[src/rtl/nanorv32_div_iter.sv]
// Iterative radix-2 restoring divider for RV32M DIV/DIVU/REM/REMU.
// Runs one quotient bit per cycle on operand magnitudes and fixes the signs when it loads the result.
module nanorv32_div_iter #(
  parameter int WIDTH = 32,
  parameter int CNT_W = 5
) (
  input  logic             clk,
  input  logic             rst_n,
  input  logic             req_valid,
  output logic             req_ready,
  input  logic             req_in_1_signed,
  input  logic             req_in_2_signed,
  input  logic             rem_op_sel,
  input  logic [WIDTH-1:0] req_in_1,
  input  logic [WIDTH-1:0] req_in_2,
  output logic             resp_valid,
  output logic [WIDTH-1:0] resp_result
);

  typedef enum logic [1:0] {
    IDLE = 2'd0,
    BUSY = 2'd1,
    DONE = 2'd2
  } state_t;

  state_t state, state_next;

  logic [WIDTH-1:0] rem_r;
  logic [WIDTH-1:0] quo_r;
  logic [WIDTH-1:0] dvs_r;
  logic [CNT_W-1:0] cnt_r;
  logic             neg_quo;
  logic             neg_rem;
  logic             rem_sel;
  logic [WIDTH-1:0] result_r;

  function automatic logic [WIDTH-1:0] negate(input logic [WIDTH-1:0] x);
    return WIDTH'(0) - x;
  endfunction

  // Request decode and operand magnitudes.
  logic             accept;
  logic             sign_1;
  logic             sign_2;
  logic [WIDTH-1:0] mag_1;
  logic [WIDTH-1:0] mag_2;
  logic             div_zero;

  assign req_ready  = (state == IDLE);
  assign resp_valid = (state == DONE);
  assign resp_result = result_r;

  assign accept   = req_valid & req_ready;
  assign sign_1   = req_in_1_signed & req_in_1[WIDTH-1];
  assign sign_2   = req_in_2_signed & req_in_2[WIDTH-1];
  assign mag_1    = sign_1 ? negate(req_in_1) : req_in_1;
  assign mag_2    = sign_2 ? negate(req_in_2) : req_in_2;
  assign div_zero = (req_in_2 == '0);

  // One restoring step: shift {rem, quo} left, try subtracting the divisor
  // one bit wider so the borrow lands in the top bit.
  logic [WIDTH:0]   rem_shift;
  logic [WIDTH:0]   trial;
  logic             take;
  logic [WIDTH-1:0] rem_step;
  logic [WIDTH-1:0] quo_step;
  logic [WIDTH-1:0] result_step;
  logic             last_step;

  assign rem_shift = {rem_r, quo_r[WIDTH-1]};
  assign trial     = rem_shift - {1'b0, dvs_r};
  assign take      = ~trial[WIDTH];
  assign rem_step  = take ? trial[WIDTH-1:0] : {rem_r[WIDTH-2:0], quo_r[WIDTH-1]};
  assign quo_step  = {quo_r[WIDTH-2:0], take};
  assign last_step = (cnt_r == '0);

  always_comb begin
    result_step = '0;
    if (rem_sel) begin
      result_step = neg_rem ? negate(rem_step) : rem_step;
    end else begin
      result_step = neg_quo ? negate(quo_step) : quo_step;
    end
  end

  // NOTE: registers use non-blocking assignments only; next-state logic lives
  // in always_comb with a default first so no latch is inferred.
  always_ff @(posedge clk or negedge rst_n) begin
    if (!rst_n) begin
      state <= IDLE;
    end else begin
      state <= state_next;
    end
  end

  always_comb begin
    state_next = state;
    unique case (state)
      IDLE: begin
        if (accept) begin
          state_next = div_zero ? DONE : BUSY;
        end
      end
      BUSY: begin
        if (last_step) begin
          state_next = DONE;
        end
      end
      DONE:    state_next = IDLE;
      default: state_next = IDLE;
    endcase
  end

  // NOTE: the datapath is a handful of flops, not a memory, so every register
  // gets a reset value; an aborted request then leaves nothing behind.
  always_ff @(posedge clk or negedge rst_n) begin
    if (!rst_n) begin
      rem_r    <= '0;
      quo_r    <= '0;
      dvs_r    <= '0;
      cnt_r    <= '0;
      neg_quo  <= 1'b0;
      neg_rem  <= 1'b0;
      rem_sel  <= 1'b0;
      result_r <= '0;
    end else begin
      unique case (state)
        IDLE: begin
          if (accept) begin
            rem_r   <= '0;
            quo_r   <= mag_1;
            dvs_r   <= mag_2;
            cnt_r   <= CNT_W'(WIDTH - 1);
            neg_quo <= sign_1 ^ sign_2;
            neg_rem <= sign_1;
            rem_sel <= rem_op_sel;
            // Divide-by-zero skips the iterations: RISC-V defines the result.
            if (div_zero) begin
              result_r <= rem_op_sel ? req_in_1 : '1;
            end
          end
        end
        BUSY: begin
          rem_r <= rem_step;
          quo_r <= quo_step;
          if (last_step) begin
            result_r <= result_step;
          end else begin
            cnt_r <= cnt_r - CNT_W'(1);
          end
        end
        default: begin
        end
      endcase
    end
  end

endmodule
[config.mk]
export PLATFORM = sky130hd
export DESIGN_NAME = nanorv32_div_iter
export DESIGN_NICKNAME = d
export VERILOG_FILES = /design/src/rtl/nanorv32_div_iter.sv
export SDC_FILE = /design/constraint.sdc
export NUM_CORES = 1
export LEC_CHECK = 0
export CORE_AREA = 2 2 216 218
export CTS_BUF_LIST = sky130_fd_sc_hd__clkbuf_16
export CTS_CLUSTER_SIZE = 12
export DETAILED_ROUTE_END_ITERATION = 16
export DIE_AREA = 0 0 218 220
export GPL_ROUTABILITY_DRIVEN = 0
export SLEW_MARGIN = 30
export SYNTH_ARGS = -nofsm -noshare
export SYNTH_HDL_FRONTEND = slang
export SYNTH_SLANG_ARGS = --single-unit
[constraint.sdc]
create_clock -name clk -period 11 [get_ports clk]
set_input_delay 2.75 -clock clk [delete_from_list [all_inputs] [get_ports clk]]
set_output_delay 2.75 -clock clk [all_outputs]
set_load 0.01 [all_outputs]
# After elaboration in Yosys (flattened, before gate mapping)
# Cells that the tools add are included.
[classes]
n_addsub = 6
multipliers = 0
div = 0
magnitude_cmp = 0
n_eq_ne = 6
shifts = 0
mux = 22
bitwise_logic = 5
reduce_logical = 9
[op_table]
columns = ["cell", "n"]
rows = [
  ["$mux W32", 12],
  ["$pmux W32 S2", 3],
  ["$sub A1 B32 Y32 const A", 4],
  ["$sub A33 B32 Y33", 1],
  ["$logic_not A32 Y1", 1],
  ["$mux W5", 2],
  ["$pmux W5 S2", 1],
  ["$mux W2", 3],
  ["$reduce_and A2 Y1", 3],
  ["$logic_not A5 Y1", 1],
  ["$sub A5 B1 Y5 const B", 1],
  ["$ne A2 B1 Y1 const B", 2],
  ["$ne A2 B2 Y1 const B", 2],
  ["$pmux W2 S2", 1],
  ["$reduce_and A4 Y1", 1],
  ["$and A1 B1 Y1", 3],
  ["$reduce_and A3 Y1", 1],
  ["$eq A2 B1 Y1 const B", 1],
  ["$eq A2 B2 Y1 const B", 1],
  ["$logic_not A2 Y1", 1],
  ["$reduce_bool A2 Y1", 1],
  ["$not A1 Y1", 1],
  ["$xor A1 B1 Y1", 1],
]
[totals]
ff_bits = 138
latchBits = 0
ram_bits = 0
romBits = 0
elab_cells = 57
memories = 0

# Logic depth before layout (Yosys ltp)
[depth]
depth_word = 7
depth_mapped = 23
ltp_nobuf = 20

# Least setup slack after synthesis
# Ideal clock, no wire load.
[synth_path]
kind = "input to register"
start = "in req_in_2[7]"
end = "reg result_r[13], in the netlist resp_result[13]"
setup_ns = 0.083
arrival_ns = 5.218
required_time_ns = 10.917
slack_ns = 5.699
path_stages = 13
path_buffers = 3
path_cell_list = "nor3_1 -> nand2_1 -> nor4_1 -> nand2_1 -> nor3_1 -> a31oi_1 -> a21o_1 -> clkbuf_1 -> inv_1 -> clkbuf_1 -> clkbuf_1 -> o221ai_1 -> o21ai_0"
[synth_between]
elab_chain_cells = 3
[synth_rtl]
columns = ["item", "line", "rtl"]
rows = [
  ["start: declaration", "15", "input logic [WIDTH-1:0] req_in_2,"],
  ["$logic_not A32 Y1", "58", "assign div_zero = (req_in_2 == '0);"],
  ["$ne A2 B1 Y1 (no line)", "n/a", ""],
  ["$reduce_and A4 Y1 (no line)", "n/a", ""],
  ["end signal: assignment", "139", "result_r <= rem_op_sel ? req_in_1 : '1;"],
  ["end signal: assignment", "147", "result_r <= result_step;"],
  ["end: declaration", "35", "logic [WIDTH-1:0] result_r;"],
]
# No other way between the ends.
# A chain may end at the register's enable or synchronous reset.

# Worst setup path after layout
[layout_path]
start = "in req_in_2[7]"
end = "reg result_r[30], in the netlist resp_result[30]"
# Same word-level chain as after synthesis.

==> qor.csv <==
metric,value,unit
dieArea,0.0480,mm²
overflow,0,
grt_usage,0.160,
slew_violations,0,
critPathCaptureType,flip-flop,
worstPathArrival,6.83,ns
startpoint_type,input port,
ys_top_cells_by_area,"dfrtp_1 (31%), o21ai_0 (8.1%), xnor2_1 (5.7%)",
critPathBufInv,3,
insertion_delay,0.45,ns
viasPerCell,5.29,
synth.distinct_cells,82,
syn_area,0.0113,mm²
cp_slowest_stage_delay,0.58,ns
path_cells,clkdlybuf4s50_1 > nor3_1 > nand2_1 > nor4_1 > nand2_1 > nor3_1 > a31oi_1 > a21o_1 > buf_4 > clkinv_1 > nand2_1 > nor3_1 > o21ai_0 > and3_1,
slowest_stage,nor3_1,
cts_tree,done,
ioPinCount,104,
die_h,220,µm
synth_top_area_cell,dfrtp_1,
synth_edf_count,0,
final_nets,1583,
syn_inst,1418,
post_cts_resized,0,
routed_wl,38600,µm
fill_cells,4923,
period_needed,6.50,ns
cts_buffer_depth,2,
drive_gt1_frac,0.0484,
setup_viol,0,
cts_made_buffers,17,
start_util,0.246,
worst-setup-path-type,input port to flip-flop,
ant_nets,0,
drc,0,
cpLargestDelayFamily,simple AND/OR/NAND/NOR gates,
syn_nets,1527,
critPathMaxFanout,38,
path_clk_slew,0.06,ns
max_freq,154,MHz
synth_seq_cells,138,
io_buffers,103,
clockRootBuffer,clkbuf_16,
hold_viol,0,
period_share,0.591,
ys_seq_area_frac,0.306,
cts_htree_levels,4,
synth-main-ff-cell,dfrtp_1,
relSlewSlack,0.365,
cp.required,11.33,ns
yosysWarnings,0,
run_status,completed,
core,0.0459,mm²
synth.avg_cell_area,7.97,µm²
antenna_found_initial,0,
synth.most_common_cell,o21ai_0,
skew,0.00945,ns
syn_to_final_growth,19.4,%
wl_per_cell,18.4,µm
first_pass_iters,6,
timing.max_cap.violations,0,
grt_pass1_vias,10800,
grt_pass1_wl,60400,µm
max_slew.worst_pin.slew,0.953,ns
dp_hpwl,29200,µm
post_cts_buffers,0,
die_w,218,µm
drt-initial-drc-count,841,
rsz0062_at_grt,false,
hold_buffers,0,
grt_start_max_net_pins,74,
instances_no_fill,2094,
rows,79,
cts_sinks,138,
diodes,0,
yosysTopAreaCellShare,0.306,
hold_path_class,flip-flop to flip-flop,
setup_tns,0,ns
synthTopCellsByCount,"o21ai_0 (183), dfrtp_1 (138), nand2_1 (134)",
place_inst,2062,
synthArstFlopShare,1.00,
via_count,11100,
-- through the flow --
stage          setup slack [ns]   util  area [µm²]  hold slack, ns
6_report                   4.50  0.294       13500           0.477
5_1_grt                    4.16  0.294       13500           0.511
4_1_cts                    4.18  0.294       13500           0.486
3_5_place_dp               3.72  0.281       12900           0.471
3_3_place_gp               3.88  0.281       12900           0.465
2_1_floorplan              5.70      -       11300           0.450
-- cell type report --
type | instances | area [µm²] | area share
clock buffer | 17 | 425 | 0.0315
inverter | 62 | 235 | 0.0174
clock inverter | 15 | 188 | 0.0139
sequential | 138 | 3450 | 0.256
timing repair buffer | 113 | 1110 | 0.0823
tap | 607 | 759 | 0.0563
multi-input combinational | 1142 | 7320 | 0.543
-- per-layer routing --
metal | up-vias | GRT usage | share of wire
met5 | - | 0 | 0
met4 | 0 | 0.0633 | 0.033
met3 | 71 | 0.0225 | 0.047
met2 | 346 | 0.278 | 0.49
met1 | 5363 | 0.198 | 0.43
li1 | 5305 | - | -
-- layout by cell type, fill, tap and decap left out, types with 15 or more instances in the layout --
cell type / synthesis / final
o21ai_0: 183 / 183
dfrtp_1: 138 / 138
nand2_1: 134 / 133
clkdlybuf4s50_1: 0 / 102
nor2_1: 102 / 101
a21oi_1: 88 / 88
xnor2_1: 73 / 73
xor2_1: 60 / 60
inv_1: 60 / 59
nor3_1: 48 / 48
nand3_1: 46 / 46
ha_1: 38 / 38
mux2i_1: 31 / 31
a22oi_1: 31 / 31
or3_1: 24 / 24
o31ai_1: 23 / 23
a21o_1: 21 / 21
a31oi_1: 18 / 18
clkbuf_16: 0 / 17
o211ai_1: 15 / 15
-- logic make-up after synthesis --
group                    synth area share
AO/OA/AOI/OAI                       0.273
AND/OR/NAND/NOR                     0.194
buffers and inverters              0.0484
flip-flops                          0.306
XOR/XNOR                            0.103
adder cells (fa/ha/maj)            0.0438
multiplexers                       0.0324
-- worst paths after layout --
check | from | endpoint | slack (ns) | cells after the start
worst max-delay path | req_in_2[7] | resp_result[30] | 4.50 | 14
worst min-delay path | dvs_r[20] | dvs_r[20] | 0.48 | 2
worst min register to register | dvs_r[20] | dvs_r[20] | 0.48 | 2
max in group asynchronous | rst_n | dvs_r[20] | 7.56 | 2
worst max register to register | quo_r[31] | resp_result[28] | 4.93 | 19
min in group asynchronous | rst_n | quo_r[9] | 2.31 | 1
-- registers in the layout (all words and copies together) (netlist names) --
signal       count
rem_r           32
cnt_r            5
neg_quo          1
rem_sel          1
neg_rem          1
quo_r           32
resp_result     32
dvs_r           32
state            2
-- tightest hold or removal path, cell delays in order, from the launching register on --
cell	delay, ns
dfrtp_1	0.34
nand2_1	0.04
o21ai_0	0.06
Power is not shown: default switching activity piles up to over one toggle a cycle in this logic, so the estimate is an artifact.
